## src/rtl/led_frame_scheduler.sv

```systemverilog
// Round-robin frame loader and MSB-first serializer for an off-chip LED shift driver.
// Build option: define LED_FRAME_PARITY_EN to append an odd-parity bit after frame_q[0].
module led_frame_scheduler #(
    parameter int WIDTH      = 30,
    parameter int NREQ       = 2,
    parameter int BIT_CYCLES = 4
) (
    input  logic                    clk,
    input  logic                    rst_n,
    input  logic [NREQ-1:0]         req,
    input  logic [NREQ*WIDTH-1:0]   frame,
    output logic [NREQ-1:0]         gnt,
    output logic                    busy,
    output logic [WIDTH-1:0]        frame_q,
    output logic                    sdo,
    output logic                    sclk,
    output logic                    latch
);
    // state | meaning
    // IDLE  | waiting for a request; all serial outputs low
    // SHIFT | one bit period per transmitted bit, MSB first
    // LATCH | single-cycle latch strobe to the driver
`ifdef LED_FRAME_PARITY_EN
    localparam int NBITS = WIDTH + 1;
`else
    localparam int NBITS = WIDTH;
`endif
    localparam int BW = $clog2(NBITS);
    localparam int CW = $clog2(BIT_CYCLES);
    localparam int PW = $clog2(NREQ);

    typedef enum logic [1:0] {IDLE, SHIFT, LATCH} state_t;

    state_t            state_q, state_d;
    logic [PW-1:0]     rr_q, rr_d;
    logic [WIDTH-1:0]  frame_d;
    logic [BW-1:0]     bit_q, bit_d, bit_nxt;
    logic [CW-1:0]     cyc_q, cyc_d, cyc_nxt;
    logic [NREQ-1:0]   gnt_q, gnt_d;
    logic              busy_q, busy_d, sdo_q, sdo_d, sclk_q, sclk_d, latch_q, latch_d;
    logic [NBITS-1:0]  tx_vec;
    logic              found;
    int                win, idx;

`ifdef LED_FRAME_PARITY_EN
    assign tx_vec = {frame_q, ~^frame_q};
`else
    assign tx_vec = frame_q;
`endif

    assign bit_nxt = bit_q - 1'b1;
    assign cyc_nxt = cyc_q - 1'b1;

    always_comb begin
        state_d = state_q;
        rr_d    = rr_q;
        frame_d = frame_q;
        bit_d   = bit_q;
        cyc_d   = cyc_q;
        gnt_d   = '0;
        busy_d  = busy_q;
        sdo_d   = sdo_q;
        sclk_d  = sclk_q;
        latch_d = 1'b0;
        found   = 1'b0;
        win     = 0;
        idx     = 0;
        // First pending request at or after the pointer, wrapping.
        for (int i = 0; i < NREQ; i++) begin
            idx = int'(rr_q) + i;
            if (idx >= NREQ) idx = idx - NREQ;
            if (!found && req[idx]) begin
                found = 1'b1;
                win   = idx;
            end
        end
        case (state_q)
            IDLE: begin
                busy_d = 1'b0;
                sdo_d  = 1'b0;
                sclk_d = 1'b0;
                if (found) begin
                    state_d    = SHIFT;
                    frame_d    = frame[win*WIDTH +: WIDTH];
                    gnt_d[win] = 1'b1;
                    rr_d       = (win == NREQ - 1) ? '0 : PW'(win + 1);
                    busy_d     = 1'b1;
                    bit_d      = BW'(NBITS - 1);
                    cyc_d      = CW'(BIT_CYCLES - 1);
                    sdo_d      = frame[win*WIDTH + WIDTH - 1];
                end
            end
            SHIFT: begin
                if (cyc_q == '0) begin
                    sclk_d = 1'b0;
                    if (bit_q == '0) begin
                        state_d = LATCH;
                        latch_d = 1'b1;
                        sdo_d   = 1'b0;
                    end else begin
                        bit_d = bit_nxt;
                        cyc_d = CW'(BIT_CYCLES - 1);
                        sdo_d = tx_vec[bit_nxt];
                    end
                end else begin
                    cyc_d  = cyc_nxt;
                    sclk_d = (int'(cyc_nxt) < BIT_CYCLES / 2);
                end
            end
            LATCH: begin
                state_d = IDLE;
                busy_d  = 1'b0;
                sdo_d   = 1'b0;
                sclk_d  = 1'b0;
                bit_d   = '0;
                cyc_d   = '0;
            end
            default: state_d = IDLE;
        endcase
    end

    always_ff @(posedge clk or negedge rst_n) begin
        if (!rst_n) begin
            state_q <= IDLE;
            rr_q    <= '0;
            frame_q <= '0;
            bit_q   <= '0;
            cyc_q   <= '0;
            gnt_q   <= '0;
            busy_q  <= 1'b0;
            sdo_q   <= 1'b0;
            sclk_q  <= 1'b0;
            latch_q <= 1'b0;
        end else begin
            state_q <= state_d;
            rr_q    <= rr_d;
            frame_q <= frame_d;
            bit_q   <= bit_d;
            cyc_q   <= cyc_d;
            gnt_q   <= gnt_d;
            busy_q  <= busy_d;
            sdo_q   <= sdo_d;
            sclk_q  <= sclk_d;
            latch_q <= latch_d;
        end
    end

    assign gnt   = gnt_q;
    assign busy  = busy_q;
    assign sdo   = sdo_q;
    assign sclk  = sclk_q;
    assign latch = latch_q;
endmodule
```

## config.mk

```make
export PLATFORM = sky130hd
export DESIGN_NAME = led_frame_scheduler
export DESIGN_NICKNAME = d
export VERILOG_FILES = /design/src/rtl/led_frame_scheduler.sv
export SDC_FILE = /design/constraint.sdc
export NUM_CORES = 1
export LEC_CHECK = 0
export BUFFER_PORTS_ARGS = -buffer_cell sky130_fd_sc_hd__buf_4
export CELL_PAD_IN_SITES_DETAIL_PLACEMENT = 0
export CELL_PAD_IN_SITES_GLOBAL_PLACEMENT = 2
export CORE_MARGIN = 2
export CORE_UTILIZATION = 29
export DETAILED_ROUTE_END_ITERATION = 7
export PLACE_DENSITY_LB_ADDON = 0.25
export SYNTH_ARGS = -nofsm -noshare
export SYNTH_HDL_FRONTEND = slang
export SYNTH_SLANG_ARGS = --single-unit
```

## constraint.sdc

```tcl
create_clock -name clk -period 2.2 [get_ports clk]
set_input_delay 0.33 -clock clk [delete_from_list [all_inputs] [get_ports clk]]
set_output_delay 0.33 -clock clk [all_outputs]
set_load 0.02 [all_outputs]
```

==> results.md, run 1 <==
- # nets final: 430
- Register-to-Register Setup Slack: 0.16 ns
- Vias: 2262
- Pwr/cell area: around 1400 mW/mm^2
- Die height: 100 um
- Area contributors post-synth: dfrtp_1 (43%), mux2i_1 (12%), o21ai_0 (6.4%)
- Worst-path maximum fanout: 7
- Maximum vdd drop: 0.463 mV
- Core area: roughly 0.0091 sq mm
- Setup TNS: 0 ns
- Antenna viol nets, final: 0
- Pre-CTS WS: roughly 0.13 ns
- HPWL after DPL: 5340 um
- Routability cong.: between 0.8 and 0.9
- Total grt overflow: 0
- Ys async rst share: 100%
- GRT Resource Usage Total: around 15%
- Largest net degree at the start of global routing: 64
- Max_cap viols: 0
- CP dominant cell by count: a21o_1
- Clk buf depth: 2
- P_leak: ~1.8 nW
- Seq cells post-synth: 46
- Area Overhead vs Synth: 36.2%
- Sw Ratio: 43.4%
- Syn nets: between 300 and 400
- Status: finished, final reports clean
- Endpoints failing hold: 0
- Drt initial violations: 53
- Antenna Cells: 0
- Worst-path cell chain: inv_1 -> ha_1 -> nor3b_2 -> or2_1 -> a21o_1 -> a21o_1 -> a21o_1
- Final non-filler cell area: 0.00365 sq mm
- Initial Utilization: 29.4%
- Sw Pwr: 0.00217 W
- Max Slew Vio Count: 0
- Post-CTS Setup Bufs: 0
- Row cnt: 35
- Clock tree root driver cell: clkbuf_8
- P_int: 0.00284 W
- Sequential power share: about a third
- Number of flops mapped to enable cells by yosys: 0
- Die width: 100 um
- RSZ-0062 raised after global routing: false
- Cts hold-fix bufs: 0
- Final WS setup: 0.157 ns
- Detailed Route WL: 7060 um
- Arrival @ worst endpoint: 2.23 ns
- Sequential share of the synthesized area: a little over two fifths
- Critical Path RT: 2.38 ns
- Clock Skew: 0.0180 ns
- Total of warnings raised by yosys: 0
- Worst-Margin Slew: 0.609 ns
- Clk_lat worst skew: 0.30 ns
- Synth Cell Area: 0.00268 sq mm
- Gate power share: 57.3%
- Max Clk Rate: 489 MHz
- Slowest CP cell: dfrtp_1
- Via density: 4.81
- Total power: 0.00501 W
- Inst Count DP: 462
- Share of post-route cells with drive strength above 1: 34.3%
- Non-filler cells, final: 470
- Routed WL per cell: 15.0 um
- Top_reg_cell synth: dfrtp_1
- Sequential cell area: ~0.0012 sq mm
- Netlist cell types: 44
- Fin crit period: 2.04 ns
- Placement Cell Area: between 0.003 and 0.004 sq mm
- Dominant cell type by area after synthesis: dfrtp_1
- Rel. slew slack: 59.4%
- CP peak stage delay: 0.44 ns
- Clk sink count: between 40 and 50
- Setup CP Type: flip-flop to flip-flop
- Avg Cell Area, Syn: 10.2 sq um
- TritonCTS buffer count: 5
- Initial antenna violation count: 0
- Port Buf Inserts: 99
- Final Cycle Share: about 93%
- Hold WC Path Type: input pin to asynchronous set/reset pin
- Multi-input gate area: 0.00141 sq mm
- Clock slew at reported path FFs: around 0.1 ns
- First-pass detailed-route iteration total: 4
- Vias in the first global route: 2345
- First-pass GRT wire length: 11600 um
- # DRC: 0
- Synth top area share: 43.0%
- CTS tree: yes
- Count leader, synth: dfrtp_1
- IO Pins: 100
- H-tree levels: 2
- Most frequent cells after synthesis: dfrtp_1 (46), nand2_1 (37), o21ai_0 (34), mux2i_1 (33), inv_1 (10)
- Mapped Cells: 262
- CP endpoint kind: flip-flop
- Setup violations, final: 0
- Startpoint types: flip-flop
- Die area: between 0.01 and 0.015 sq mm
- Fill cells: 921
- Part of the power in the clock network: between 10% and 20%
[layer usage]
layer	share of wire (%)	GRT usage (%)
met4	0.82	3.79
met5	0	0
met1	45	19.3
met2	48	24.1
met3	5.6	3.69
[power by group through the flow]
stage	Combinational (W)	Sequential [W]	Clock, W
floorplan	0.00156	0.00185	0
global placement	0.00289	0.00160	0
detailed placement	0.00291	0.00161	0
CTS	0.00291	0.00159	0.000581
global route	0.00316	0.00166	0.000608
finish	0.00287	0.00159	0.000557
[stage by stage]
| stage | hold WS (ns) | utilization [%] |
|---|---|---|
| after floorplan | 0.0344 | - |
| after global placement | 0.392 | 39.0 |
| after detailed placement | 0.389 | 39.0 |
| after CTS | 0.0531 | 40.0 |
| after global routing | 0.0757 | 40.0 |
| final | 0.0188 | 40.0 |
[critical path, delay by kind of cell (launching register included)]
| family | cells | cell delay (ns) |
|---|---|---|
| buf+inv | 1 | 0.11 |
| compound gates | 3 | 0.62 |
| simple gates | 2 | 0.48 |
| flops | 1 | 0.44 |
| fa+ha+maj | 1 | 0.27 |
[placed cells by master (no fill, tap or decap), types with 2 or more instances in the layout]
master,n
a21oi_1,7
o31ai_1,2
clkbuf_8,6
mux2i_1,33
or3_1,2
o21ai_0,34
a21o_1,3
nor2_1,9
mux4_2,2
o41ai_1,2
dfrtp_1,46
ha_1,7
o22a_1,4
o31a_1,2
nor3_1,3
buf_4,106
nand3_1,5
mux4_1,5
mux2_2,2
o311ai_0,2
nor2b_1,5
a31oi_1,2
nor4b_1,2
nand2_1,37
inv_1,10
[final timing paths]
check,startpoint,endpoint,depth (start not counted)
max,state_q[0]$_DFFE_PN0P_,bit_q[3]$_DFFE_PN0P_,7
max in group asynchronous,rst_n,bit_q[4]$_DFFE_PN0P_,1
min reg2reg,sclk$_DFFE_PN0P_,sclk$_DFFE_PN0P_,2
min,rst_n,cyc_q[1]$_DFFE_PN0P_,1
max reg2reg,state_q[0]$_DFFE_PN0P_,bit_q[3]$_DFFE_PN0P_,7
min in group clk,frame[16],frame_q[16]$_DFFE_PN0P_,3
[repair_timing]
action	CTS	global route
endpoints found under the setup margin	0	5
endpoints found under the hold margin	0	0
gates resized for setup	0	2
[cell families after synthesis]
group / count (synthesis) / synth area share, %
XOR/XNOR: 2 / 0.935
flip-flops: 46 / 43.0
AND/OR/NAND/NOR: 70 / 12.4
multiplexers: 42 / 19.8
adder cells (fa/ha/maj): 8 / 3.74
AO/OA/AOI/OAI: 66 / 15.1
buffers and inverters: 28 / 5.05
[flip-flops by register name, summed over array words and instances (netlist names), 2 cells and up]
register / count
bit_q: 5
cyc_q: 2
frame_q: 30
state_q: 2
gnt: 2
[area by class of cell]
cell class	count	area share [%]
Inverter	10	1.03
Clock inverter	1	0.240
Tap cell	111	3.81
Timing Repair Buffer	107	22.4
Multi-Input combinational cell	188	38.6
Sequential cell	46	31.6
Clock buffer	7	2.37
Note: power is estimated with default switching activity, not from simulation.
==> inputs of run 2 (changes only) <==
BUFFER_PORTS_ARGS = not set   (was -buffer_cell sky130_fd_sc_hd__buf_4)
CORE_UTILIZATION = 37   (was 29)
DONT_BUFFER_PORTS = 1   (was not set)
==> run 2 against run 1 <==
  * Worst hold slack better by 0.21 ns
  * First-iteration DRC count is 47% higher
  * Combinational power is 35% lower
  * Setup slack worse by 0.0054 ns
  * Final cell count is 23% lower
  * Die area is 21% lower
  * Critical path depth stayed put
==> results.md, run 2 (synthesis results as in run 1) <==
- Setup violations, final: 0 (unchanged)
- Share of post-route cells with drive strength above 1: 9.54% (-25 points)
- Total grt overflow: 0 (unchanged)
- Initial antenna violation count: 0 (unchanged)
- Clk sink count: 46 (unchanged)
- Status: finished, final reports clean
- Worst-path cell chain: inv_1 -> ha_2 -> mux4_2 -> nor2b_1 -> a221oi_1 -> nor4b_1 -> a31o_1
- Core area: 0.00714 sq mm (-22%)
- Largest net degree at the start of global routing: 47 (-27%)
- Part of the power in the clock network: 11.7% (+0.6 points)
- Antenna Cells: 0 (unchanged)
- Sw Ratio: 46.7% (+3.3 points)
- First-pass GRT wire length: 9910 um (-15%)
- Die area: 0.00793 sq mm (-21%)
- TritonCTS buffer count: 5 (unchanged)
- Initial Utilization: 37.5% (+8.1 points)
- GRT Resource Usage Total: 16.6% (+2.0 points)
- Clk_lat worst skew: 0.30 ns (about the same)
- Row cnt: 31 (-11%)
- Met1 usage: 21.3% (+2.0 points)
- Largest regs: frame_q: 30 flops, bit_q: 5 flops
- CP endpoint kind: flip-flop
- Slowest CP cell: ha_2
- M2 GR Usage: 26.0% (+1.9 points)
- Rel. slew slack: 38.0% (-21 points)
- Vias in the first global route: 1866 (-20%)
- Critical Path RT: 2.39 ns (about the same)
- H-tree levels: 2 (unchanged)
- Crit path max-delay family: adder cells
- Commonest non-fill, non-tap cell in the layout: dfrtp_1
- GR Layer Usage met3: 6.28% (+2.6 points)
- Final Cycle Share: 93.1% (+0.24 points)
- Placement Cell Area: 0.00279 sq mm (-22%)
- Area Overhead vs Synth: 8.56%
- HPWL after DPL: 4480 um (-16%)
- Sequential power share: 45.7% (+14 points)
- Setup TNS: 0 ns (unchanged)
- Setup CP Type: flip-flop to flip-flop
- Worst-Margin Slew: 0.926 ns (+0.317 ns)
- Non-filler cells, final: 361 (-23%)
- CP peak stage delay: 0.46 ns (+0.02 ns)
- P_int: 0.00234 W (-18%)
- Final non-filler cell area: 0.00291 sq mm (-20%)
- Routed WL per cell: 17.2 um (+15%)
- Arrival @ worst endpoint: 2.24 ns (about the same)
- Vias: 1951 (-14%)
- Via density: 5.40 (+12%)
- Die width: 89.1 um (-11%)
- Gate power share: 42.5% (-15 points)
- P_leak: 1.30 nW (-27%)
- Clock tree root driver cell: clkbuf_8
- Clk buf depth: 2 (unchanged)
- CTS tree: yes
- Inst Count DP: 352 (-24%)
- Total power: 0.00439 W (-13%)
- Max Clk Rate: 488 MHz (-0.26%)
- Antenna viol nets, final: 0 (unchanged)
- Detailed Route WL: 6220 um (-12%)
- Hold WC Path Type: input pin to flip-flop
- Commonest non-fill, non-tap cells in the layout: dfrtp_1 (46), nand2_1 (37), o21ai_0 (34)
- Clock slew at reported path FFs: 0.09 ns (about the same)
- Clock Skew: 0.00488 ns (-0.0132 ns)
- Sw Pwr: 0.00205 W (-5.8%)
- Biggest register: frame_q
- Most crowded layer after global routing: met2
- Port Buf Inserts: 0 (-100%)
- Pwr/cell area: 1510 mW/mm^2 (+9.8%)
- Startpoint types: flip-flop
- Max FFs per register: 30 (unchanged)
- Max Slew Vio Count: 0 (unchanged)
- # nets final: 334 (-22%)
- Fill cells: 736 (-20%)
- Post-CTS Setup Bufs: 0 (unchanged)
- Critical Path Stages: 7 (unchanged)
- First-pass detailed-route iteration total: 4 (unchanged)
- IO Pins: 100 (unchanged)
- Fin crit period: 2.05 ns (+0.00537 ns)
- Die height: 89.1 um (-11%)
- RSZ-0062 raised after global routing: false
- Drt initial violations: 78 (+47%)
- Final Core Density: 40.7% (+0.68 points)
- Endpoints failing hold: 0 (unchanged)
- Routability cong.: 0.822 (+2.3%)
- Worst Path Buf+Inv: 1 (unchanged)
- Register-to-Register Setup Slack: 0.15 ns (about the same)
- Worst-path maximum fanout: 9 (+2)
- WHS Path Cells: 2
- Max_cap viols: 0 (unchanged)
- Maximum vdd drop: 0.489 mV (+5.6%)
- # DRC: 0 (unchanged)
- Cell depth of the worst flop-to-flop path: 7 (unchanged)
==> run 2: power groups by stage <==
stage          registers (W)  clock network (W)  logic [W]
6_report             0.00201           0.000514    0.00187
5_1_grt              0.00209           0.000564    0.00211
4_1_cts              0.00202           0.000533    0.00189
3_5_place_dp         0.00204                  0    0.00186
3_3_place_gp         0.00204                  0    0.00185
2_1_floorplan        0.00185                  0    0.00156
==> run 2: layout make-up <==
| class | count | area, sq um | area share (%) |
|---|---|---|---|
| Inverter | 10 | 37.5 | 1.29 |
| Sequential cell | 46 | 1150 | 39.6 |
| Multi-Input combinational cell | 188 | 1410 | 48.4 |
| Clock buffer | 6 | 72.6 | 2.50 |
| Clock inverter | 1 | 7.51 | 0.258 |
| Tap cell | 99 | 124 | 4.26 |
| Timing Repair Buffer | 11 | 105 | 3.62 |
==> run 2: worst paths after layout <==
kind | start | end
max | bit_q[1]$_DFFE_PN0P_ | sdo$_DFFE_PN0P_
min | frame[37] | frame_q[7]$_DFFE_PN0P_
max reg2reg | bit_q[1]$_DFFE_PN0P_ | sdo$_DFFE_PN0P_
min reg2reg | cyc_q[1]$_DFFE_PN0P_ | cyc_q[1]$_DFFE_PN0P_
max in group asynchronous | rst_n | frame_q[12]$_DFFE_PN0P_
min in group asynchronous | rst_n | bit_q[4]$_DFFE_PN0P_
==> run 2: what timing repair did <==
action,CTS,global route
hold endpoints to repair,46,0
gates resized for setup,0,1
hold buffers,2,0
setup endpoints to repair,0,2
==> run 2: per-stage QoR <==
step                      setup slack [ns]  hold slack, ns
after floorplan                      0.169          0.0344
after global placement              0.0580          0.0358
after detailed placement            0.0239          0.0360
after CTS                          0.00863           0.224
after global routing                0.0213           0.222
final                                0.152           0.227
==> run 2: metal layers <==
layer / vias up / part of all wire (%)
met5: - / 0
met4: 0 / 1.6
met3: 8 / 8.2
met2: 77 / 47
met1: 923 / 43
li1: 943 / -
